**src/rtl/debounce_ctrl_pkg.sv**
```systemverilog
// Shared constants for the debounce blocks: divider/counter widths,
// default sample period and the legal range of the stability count.
package debounce_ctrl_pkg;

  // Width of the sample-tick divider counter.
  localparam int unsigned DIV_W = 16;

  // Width of each per-channel stability counter.
  localparam int unsigned CNT_W = 4;

  // Default divider terminal count (tick period = TICK_DIV + 1 clocks).
  localparam logic [DIV_W-1:0] TICK_DIV_DEF = 16'hC350;

  // Default number of consecutive differing samples needed to accept a change.
  localparam int unsigned STABLE_CNT_DEF = 4;

  // Legal range of the stability count; the upper bound keeps the
  // terminal count representable in CNT_W bits.
  localparam int unsigned STABLE_CNT_MIN = 2;
  localparam int unsigned STABLE_CNT_MAX = 15;

  // Terminal value of a channel counter for a given stability count,
  // clamped into the legal range so an out-of-range parameter can never
  // produce a counter that wraps.
  function automatic logic [CNT_W-1:0] stable_last(input int unsigned stable_cnt);
    int unsigned c;
    c = stable_cnt;
    if (c < STABLE_CNT_MIN) c = STABLE_CNT_MIN;
    if (c > STABLE_CNT_MAX) c = STABLE_CNT_MAX;
    return CNT_W'(c - 1);
  endfunction

endpackage

```
**src/rtl/sample_tick_gen.sv**
```systemverilog
// Sample-tick divider: emits a one-cycle TICK every TICK_DIV+1 enabled
// clocks. The counter is held at zero while EN is low so that the first
// tick after enabling is always a full period away.
module sample_tick_gen
  import debounce_ctrl_pkg::*;
#(
  parameter logic [DIV_W-1:0] TICK_DIV = TICK_DIV_DEF
) (
  input  logic CLK,
  input  logic RST,
  input  logic EN,
  output logic TICK
);

  logic [DIV_W-1:0] count;

  // Divider counter with registered tick on the wrap cycle.
  always_ff @(posedge CLK or posedge RST) begin
    if (RST) begin
      count <= '0;
      TICK  <= 1'b0;
    end else if (!EN) begin
      count <= '0;
      TICK  <= 1'b0;
    end else if (count == TICK_DIV) begin
      count <= '0;
      TICK  <= 1'b1;
    end else begin
      count <= count + DIV_W'(1);
      TICK  <= 1'b0;
    end
  end

endmodule

```
**src/rtl/debounce_ctrl.sv**
```systemverilog
// Multi-channel button/switch debouncer. Each raw input is synchronized,
// then sampled once per SAMPLE_TICK; a level change is accepted only after
// STABLE_CNT consecutive samples that differ from the current debounced
// level. Any sample matching the current level restarts the count.
module debounce_ctrl
  import debounce_ctrl_pkg::*;
#(
  parameter int unsigned      NCH        = 4,
  parameter logic [DIV_W-1:0] TICK_DIV   = TICK_DIV_DEF,
  parameter int unsigned      STABLE_CNT = STABLE_CNT_DEF
) (
  input  logic           CLK,
  input  logic           RST,
  input  logic           EN,
  input  logic [NCH-1:0] BTN_IN,
  output logic [NCH-1:0] BTN_OUT,
  output logic [NCH-1:0] BTN_RISE,
  output logic [NCH-1:0] BTN_FALL,
  output logic           SAMPLE_TICK
);

  // Counter value at which the next differing sample is accepted.
  localparam logic [CNT_W-1:0] LAST = stable_last(STABLE_CNT);

  // Synchronizer stages; sync_p1 is the sample used by the channel logic.
  logic [NCH-1:0] sync_p0;
  logic [NCH-1:0] sync_p1;

  // Two-flop synchronizer for the asynchronous button levels.
  always_ff @(posedge CLK or posedge RST) begin
    if (RST) begin
      sync_p0 <= '0;
      sync_p1 <= '0;
    end else begin
      sync_p0 <= BTN_IN;
      sync_p1 <= sync_p0;
    end
  end

  // Shared sample strobe for all channels.
  sample_tick_gen #(
    .TICK_DIV (TICK_DIV)
  ) u_tick (
    .CLK  (CLK),
    .RST  (RST),
    .EN   (EN),
    .TICK (SAMPLE_TICK)
  );

  for (genvar i = 0; i < NCH; i++) begin : g_ch
    logic [CNT_W-1:0] count;
    logic             level;
    logic             rise;
    logic             fall;

    // Per-channel stability counter, debounced level and edge pulses.
    always_ff @(posedge CLK or posedge RST) begin
      if (RST) begin
        count <= '0;
        level <= 1'b0;
        rise  <= 1'b0;
        fall  <= 1'b0;
      end else begin
        rise <= 1'b0;
        fall <= 1'b0;
        if (SAMPLE_TICK) begin
          if (sync_p1[i] == level) begin
            // Sample agrees with the current level: treat as bounce.
            count <= '0;
          end else if (count >= LAST) begin
            // Enough consecutive differing samples: accept the new level.
            count <= '0;
            level <= sync_p1[i];
            rise  <= sync_p1[i];
            fall  <= ~sync_p1[i];
          end else begin
            count <= count + CNT_W'(1);
          end
        end
      end
    end

    assign BTN_OUT[i]  = level;
    assign BTN_RISE[i] = rise;
    assign BTN_FALL[i] = fall;
  end

endmodule

```
**config.mk**
```make
export PLATFORM = sky130hd
export DESIGN_NAME = debounce_ctrl
export DESIGN_NICKNAME = d
export VERILOG_FILES = /design/src/rtl/debounce_ctrl_pkg.sv /design/src/rtl/sample_tick_gen.sv /design/src/rtl/debounce_ctrl.sv
export SDC_FILE = /design/constraint.sdc
export NUM_CORES = 1
export LEC_CHECK = 0
export CAP_MARGIN = 40
export CORE_MARGIN = 2
export CORE_UTILIZATION = 45
export CTS_BUF_LIST = sky130_fd_sc_hd__clkbuf_4
export DETAILED_ROUTE_END_ITERATION = 8
export GPL_TIMING_DRIVEN = 0
export HOLD_SLACK_MARGIN = 0.06
export PLACE_DENSITY = 0.7
export SYNTH_ARGS = -nofsm -noshare
export SYNTH_HDL_FRONTEND = slang
export SYNTH_HIERARCHICAL = 1
export SYNTH_SLANG_ARGS = --single-unit
```
**constraint.sdc**
```tcl
create_clock -name CLK -period 1.55 [get_ports CLK]
set_clock_uncertainty 0.1 [all_clocks]
set_input_delay 0.31 -clock CLK [delete_from_list [all_inputs] [get_ports CLK]]
set_output_delay 0.31 -clock CLK [all_outputs]
set_load 0.02 [all_outputs]
```
After elaboration in Yosys (flattened, before gate mapping)
Cells that the tools add are included.
Word-level totals
  bits in latches: 0
  memory bits (writable): 0
  output and inout bits: 13
  input port bits: 7
  register bits after elaboration: 53
  memory bits (read-only): 0
  memories kept: 0
Cells by class
  add/subtract/negate cells: 5
  equality and inequality tests: 5
  divide/modulo/power cells: 0
  magnitude comparators: 4
  shift operators: 0
  multiply operators: 0
  muxes and demuxes: 36
  reduce and logical (&&, ||, !) cells: 4
  bitwise gates (word level): 8
Operators by type and width (number)
  2-to-1 mux 16 bit: 2
  2-to-1 mux 4 bit: 8
  2-to-1 mux 1 bit: 26
  adder 16 x 1 -> 16 bit (second input constant): 1
  adder 4 x 1 -> 4 bit (second input constant): 4
  equality test 16 bit (second input constant): 1
  greater-or-equal comparator 4 x 2 -> 1 bit (second input constant): 4
  AND reduction 3 bit: 4
  inverter 1 bit: 8
  equality test 1 bit: 4

Longest topological paths before layout
  depth after elaboration: 4
  mapped depth: 7
  gate-level depth less buffers: 6

By module
Netlist, hierarchy kept.
By module, submodules not included
  debounce_ctrl: cells each 107, instances 1, sequential area each 900.9 um2, area each 1498.9 um2
  sample_tick_gen: cells each 87, instances 1, sequential area each 425.4 um2, area each 900.9 um2

Least setup slack after synthesis
Ideal clock, no wire load.
  path type: register to register
  start: register g_ch[1].count[0]
  end: register g_ch[1].level
  arrival: 1.306 ns
  clock period less this slack: 1.531 ns
  setup slack: 0.019 ns
  cell stages (with the launch flop): 4
  data required time: 1.325 ns
  path buffers: 0
  cells stage by stage: dfrtp_1 ha_1 o31ai_1 mux2_2
On the way
  cells in the longest elaborated chain, start to end: 2
Ends and longest elaborated chain
  start, declared: line debounce_ctrl.sv:51  | logic [CNT_W-1:0] count;
  start signal, assigned: line debounce_ctrl.sv:77  | count <= count + CNT_W'(1);
  greater-or-equal comparator 4 x 2 -> 1 bit: line debounce_ctrl.sv:70  | end else if (count >= LAST) begin
  AND reduction 3 bit (no source line)
  end signal, assigned: line debounce_ctrl.sv:73  | level <= sync_p1[i];
  end, declared: line debounce_ctrl.sv:52  | logic level;
Every way passes these cells.
A chain may end at the register's enable or synchronous reset.

Worst setup path in the final report
  start: register g_ch[3].count[0]
  end: register g_ch[3].count[1]
On the way
  cells in the longest elaborated chain, start to end: 3
  elaborated cells on any way between the ends: 4
  those cells by class: add/sub (1); order compare (1); mux (2)
Ends and longest elaborated chain
  start, declared: line debounce_ctrl.sv:51
  start signal, assigned: line debounce_ctrl.sv:77
  adder 4 x 1 -> 4 bit / greater-or-equal comparator 4 x 2 -> 1 bit (equally long branches): line debounce_ctrl.sv:77, debounce_ctrl.sv:70
  2-to-1 mux 4 bit *: line debounce_ctrl.sv:70
  2-to-1 mux 4 bit *: line debounce_ctrl.sv:67  | if (sync_p1[i] == level) begin
Mark *: on every way between the ends. The rest lies on a longest branch, timed or not.

==> reports/metrics.csv <==
stage,metric,value,unit
outcome,outcome,"finished, violations left",
outcome,violations,setup timing,
cts,root_buffer,clkbuf_4,
power_and_ir_drop,peakVddDrop,468.3,uV
detailed_routing,wl_per_cell,12.46,um
sta,max-slew-margin-rel,50.27,%
cts,cts.sinks,53,
floorplanning,fp.dieW,77.03,um
sta,period_share,100.6,%
final_layout,n_antenna_cell,0,
floorplanning,rows,26,
sta,finalSetupTns,-0.009267,ns
power_and_ir_drop,p_leak,1.334,nW
worst_setup_path,critPathArrivalTime,1.74,ns
detailed_routing,drc,0,
synth,synth_enable_flop_cells,0,
detailed_routing,drt_iter0_markers,46,
power_and_ir_drop,pwr_density_cell,782.9,nW/um2
cts,clk_pin_slew,0.15,ns
power_and_ir_drop,swShare,21.43,%
cts,numCtsBuffers,5,
synth,synth_commonest_cells,"dfrtp_1 (53), nor2_1 (17), inv_1 (16), xnor2_1 (16), buf_4 (13)",
synth,syn_area,2400,um2
synth,synth_cell_types,30,
worst_setup_path,startpoint_type,register,
cts,clock_latency,0.37,ns
final_layout,fillerInstances,456,
floorplanning,coreArea,5140,um2
placed_design,port_buffers,19,
sta,finalSetupViolCount,1,
worst_setup_path,worst-path-max-fanout,2,
synth,yosys_warnings,6,
grt,antenna_found_initial,0,
final_layout,syn2layout_area_growth,22.47,%
sta,hold_viol,0,
placed_design,dp_hpwl,2484,um
power_and_ir_drop,p_int,1.808,mW
floorplanning,die_y,77.03,um
power_and_ir_drop,total_power,2.301,mW
grt,grt_first_pass_wirelength,6672,um
sta,layout_setup_ws,-0.009267,ns
synth,ys_ff_latch,53,
job,cap_viol_max_count,0,
power_and_ir_drop,clkPwrFrac,34.1,%
synth,synth_nets,207,
detailed_routing,viasPerCell,4.928,
synth,synth-main-ff-cell,dfrtp_1,
sta,max_freq,0.6413,GHz
hold_path,worstHoldPathType,in -> async,
detailed_routing,via_count,1503,
placed_design,gp_congestion,0.7629,
cts,cts_tree,yes,
synth,async_flop_share,100.0,%
detailed_routing,wirelength,3800,um
synth,synth_largest_area_cell,dfrtp_1,
final_layout,final_nets,247,
floorplanning,num_io_pins,20,
synth,synth-seq-area-share,55.27,%
synth,avgSynthCellArea,12.37,um2
grt,grtUsageTotal,14.09,%
floorplanning,initial_core_util,46.69,%
synth,synth_cells,194,
grt,grt_overflow,0,
sta,min_period,1.559,ns
detailed_routing,ant_nets,0,
cts,clk_path_buf_depth,2,
worst_setup_path,worstSetupPathType,reg -> reg,
final_layout,layout-drive-gt1-share,39.15,%
power_and_ir_drop,pwr-share-comb,4.3,%
detailed_routing,dr.pass1.iters,4,
synth,synth_area_leaders,"dfrtp_1 (55%), xnor2_1 (5.8%), buf_4 (4.1%), ha_1 (3.1%), nor3b_1 (2.8%)",
grt,grt_pass1_vias,1530,
worst_setup_path,worst_setup_path_end_kind,register,
worst_setup_path,crit_required,1.74,ns
grt,grt_max_degree,20,
sta,holdWs,0.2346,ns
sta,rsz0062_at_grt,true,
sta,tightest_slew,0.7451,ns
power_and_ir_drop,p_switching,0.4931,mW
sta,slew_viol_final,0,
cts,cts-htree-levels,2,
power_and_ir_drop,seq_power_share,61.7,%
floorplanning,die_area,5933,um2
synth,yosysMostFrequentCell,dfrtp_1,
synth,synth_top_area_share,55.27,%
## worst paths after layout
check                                  from               end  slack (ns)  cells past startpoint
max reg2reg                g_ch[3].count[0]  g_ch[3].count[1]      -0.009                      3
min reg2reg                      sync_p0[1]        sync_p1[1]        0.27                      0
max                        g_ch[3].count[0]  g_ch[3].count[1]      -0.009                      3
min in group CLK                  BTN_IN[2]        sync_p0[2]        0.26                      1
min                                     RST  u_tick/count[14]        0.23                      2
max in group asynchronous               RST        sync_p0[1]        0.51                      3
## worst max-delay path, stage by stage, from the launching register on
cell	delay, ns
dfrtp_1	0.42
ha_2	0.19
or4b_4	0.50
o32ai_2	0.26
## power by group through the flow
stage,Clock [mW],Combinational (mW),Sequential (mW)
floorplan,0,0.0514,1.44
global placement,0,0.0805,1.44
detailed placement,0,0.0899,1.44
CTS,0.812,0.0983,1.42
global route,0.869,0.113,1.42
finish,0.784,0.0980,1.42
## sequential cells by signal, indices dropped and copies added (netlist names)
register	flops
sync_p0	4
u_tick/count	16
sync_p1	4
g_ch.count	16
g_ch.fall	4
g_ch.rise	4
u_tick/TICK	1
g_ch.level	4
## per-stage QoR
stage                     worst slack (ns)  util, %  area [um2]  std cells
after floorplan                    0.01943        -        2400        194
after global placement             -0.5044    52.09        2678        283
after detailed placement           -0.1476    52.63        2705        284
after CTS                         -0.02528    56.35        2897        302
after global routing               -0.1150    57.18        2939        305
final                            -0.009267    57.18        2939        305
## kinds of logic after synthesis
kind of cell | share of synthesized area (%)
AND/OR/NAND/NOR | 20.18
flip-flops | 55.27
buffers and inverters | 6.934
XOR/XNOR | 6.569
AO/OA/AOI/OAI | 6.048
adder cells (fa/ha/maj) | 3.128
multiplexers | 1.877
## final cells by class
class	count	area, um2	area share (%)
buffer	15	113.9	3.874
sequential	53	1331	45.30
clock inverter	2	38.79	1.320
inverter	16	60.06	2.043
tap	70	87.58	2.980
multi-input combinational	110	1006	34.23
clock buffer	6	45.04	1.533
timing repair buffer	33	256.5	8.727
## layout by cell type, fill, tap and decap left out, types with 2 or more instances in the layout
cell type	synthesis	layout
buf_4	13	25
o31ai_2	4	6
o31ai_4	0	2
clkbuf_4	0	6
nand3_1	4	4
xor2_1	2	2
ha_4	0	2
and4bb_2	2	2
or4b_4	4	4
ha_2	0	3
dfrtp_2	0	4
dfrtp_1	53	49
xnor2_1	16	16
mux2_2	4	4
nand4_1	3	3
clkdlybuf4s50_1	0	6
nor3b_1	9	8
nand2_1	3	3
nor3_1	5	5
o32ai_2	4	4
nor2b_1	8	8
nand2b_1	4	4
buf_2	1	12
nor2_1	17	17
inv_1	16	15
nand4_4	1	2
nor4_2	4	3
## routing by layer
layer | GRT usage (%) | vias to the layer above | part of all wire, % | wire length (um)
met5 | 0 | - | 0 | 0
met4 | 4.821 | 0 | 1.5 | 56
met3 | 3.294 | 7 | 2.9 | 111
met2 | 24.04 | 19 | 52 | 1962
met1 | 17.65 | 746 | 44 | 1670
li1 | - | 731 | - | -
## what timing repair did
action	4_1_cts	5_1_grt
resized for setup	57	18
pin swaps	7	10
setup buffers	10	3
endpoints found under the setup margin	32	31
hold buffers	0	0
hold endpoints to repair	0	0
No activity file was read; power rests on OpenSTA's default activity.
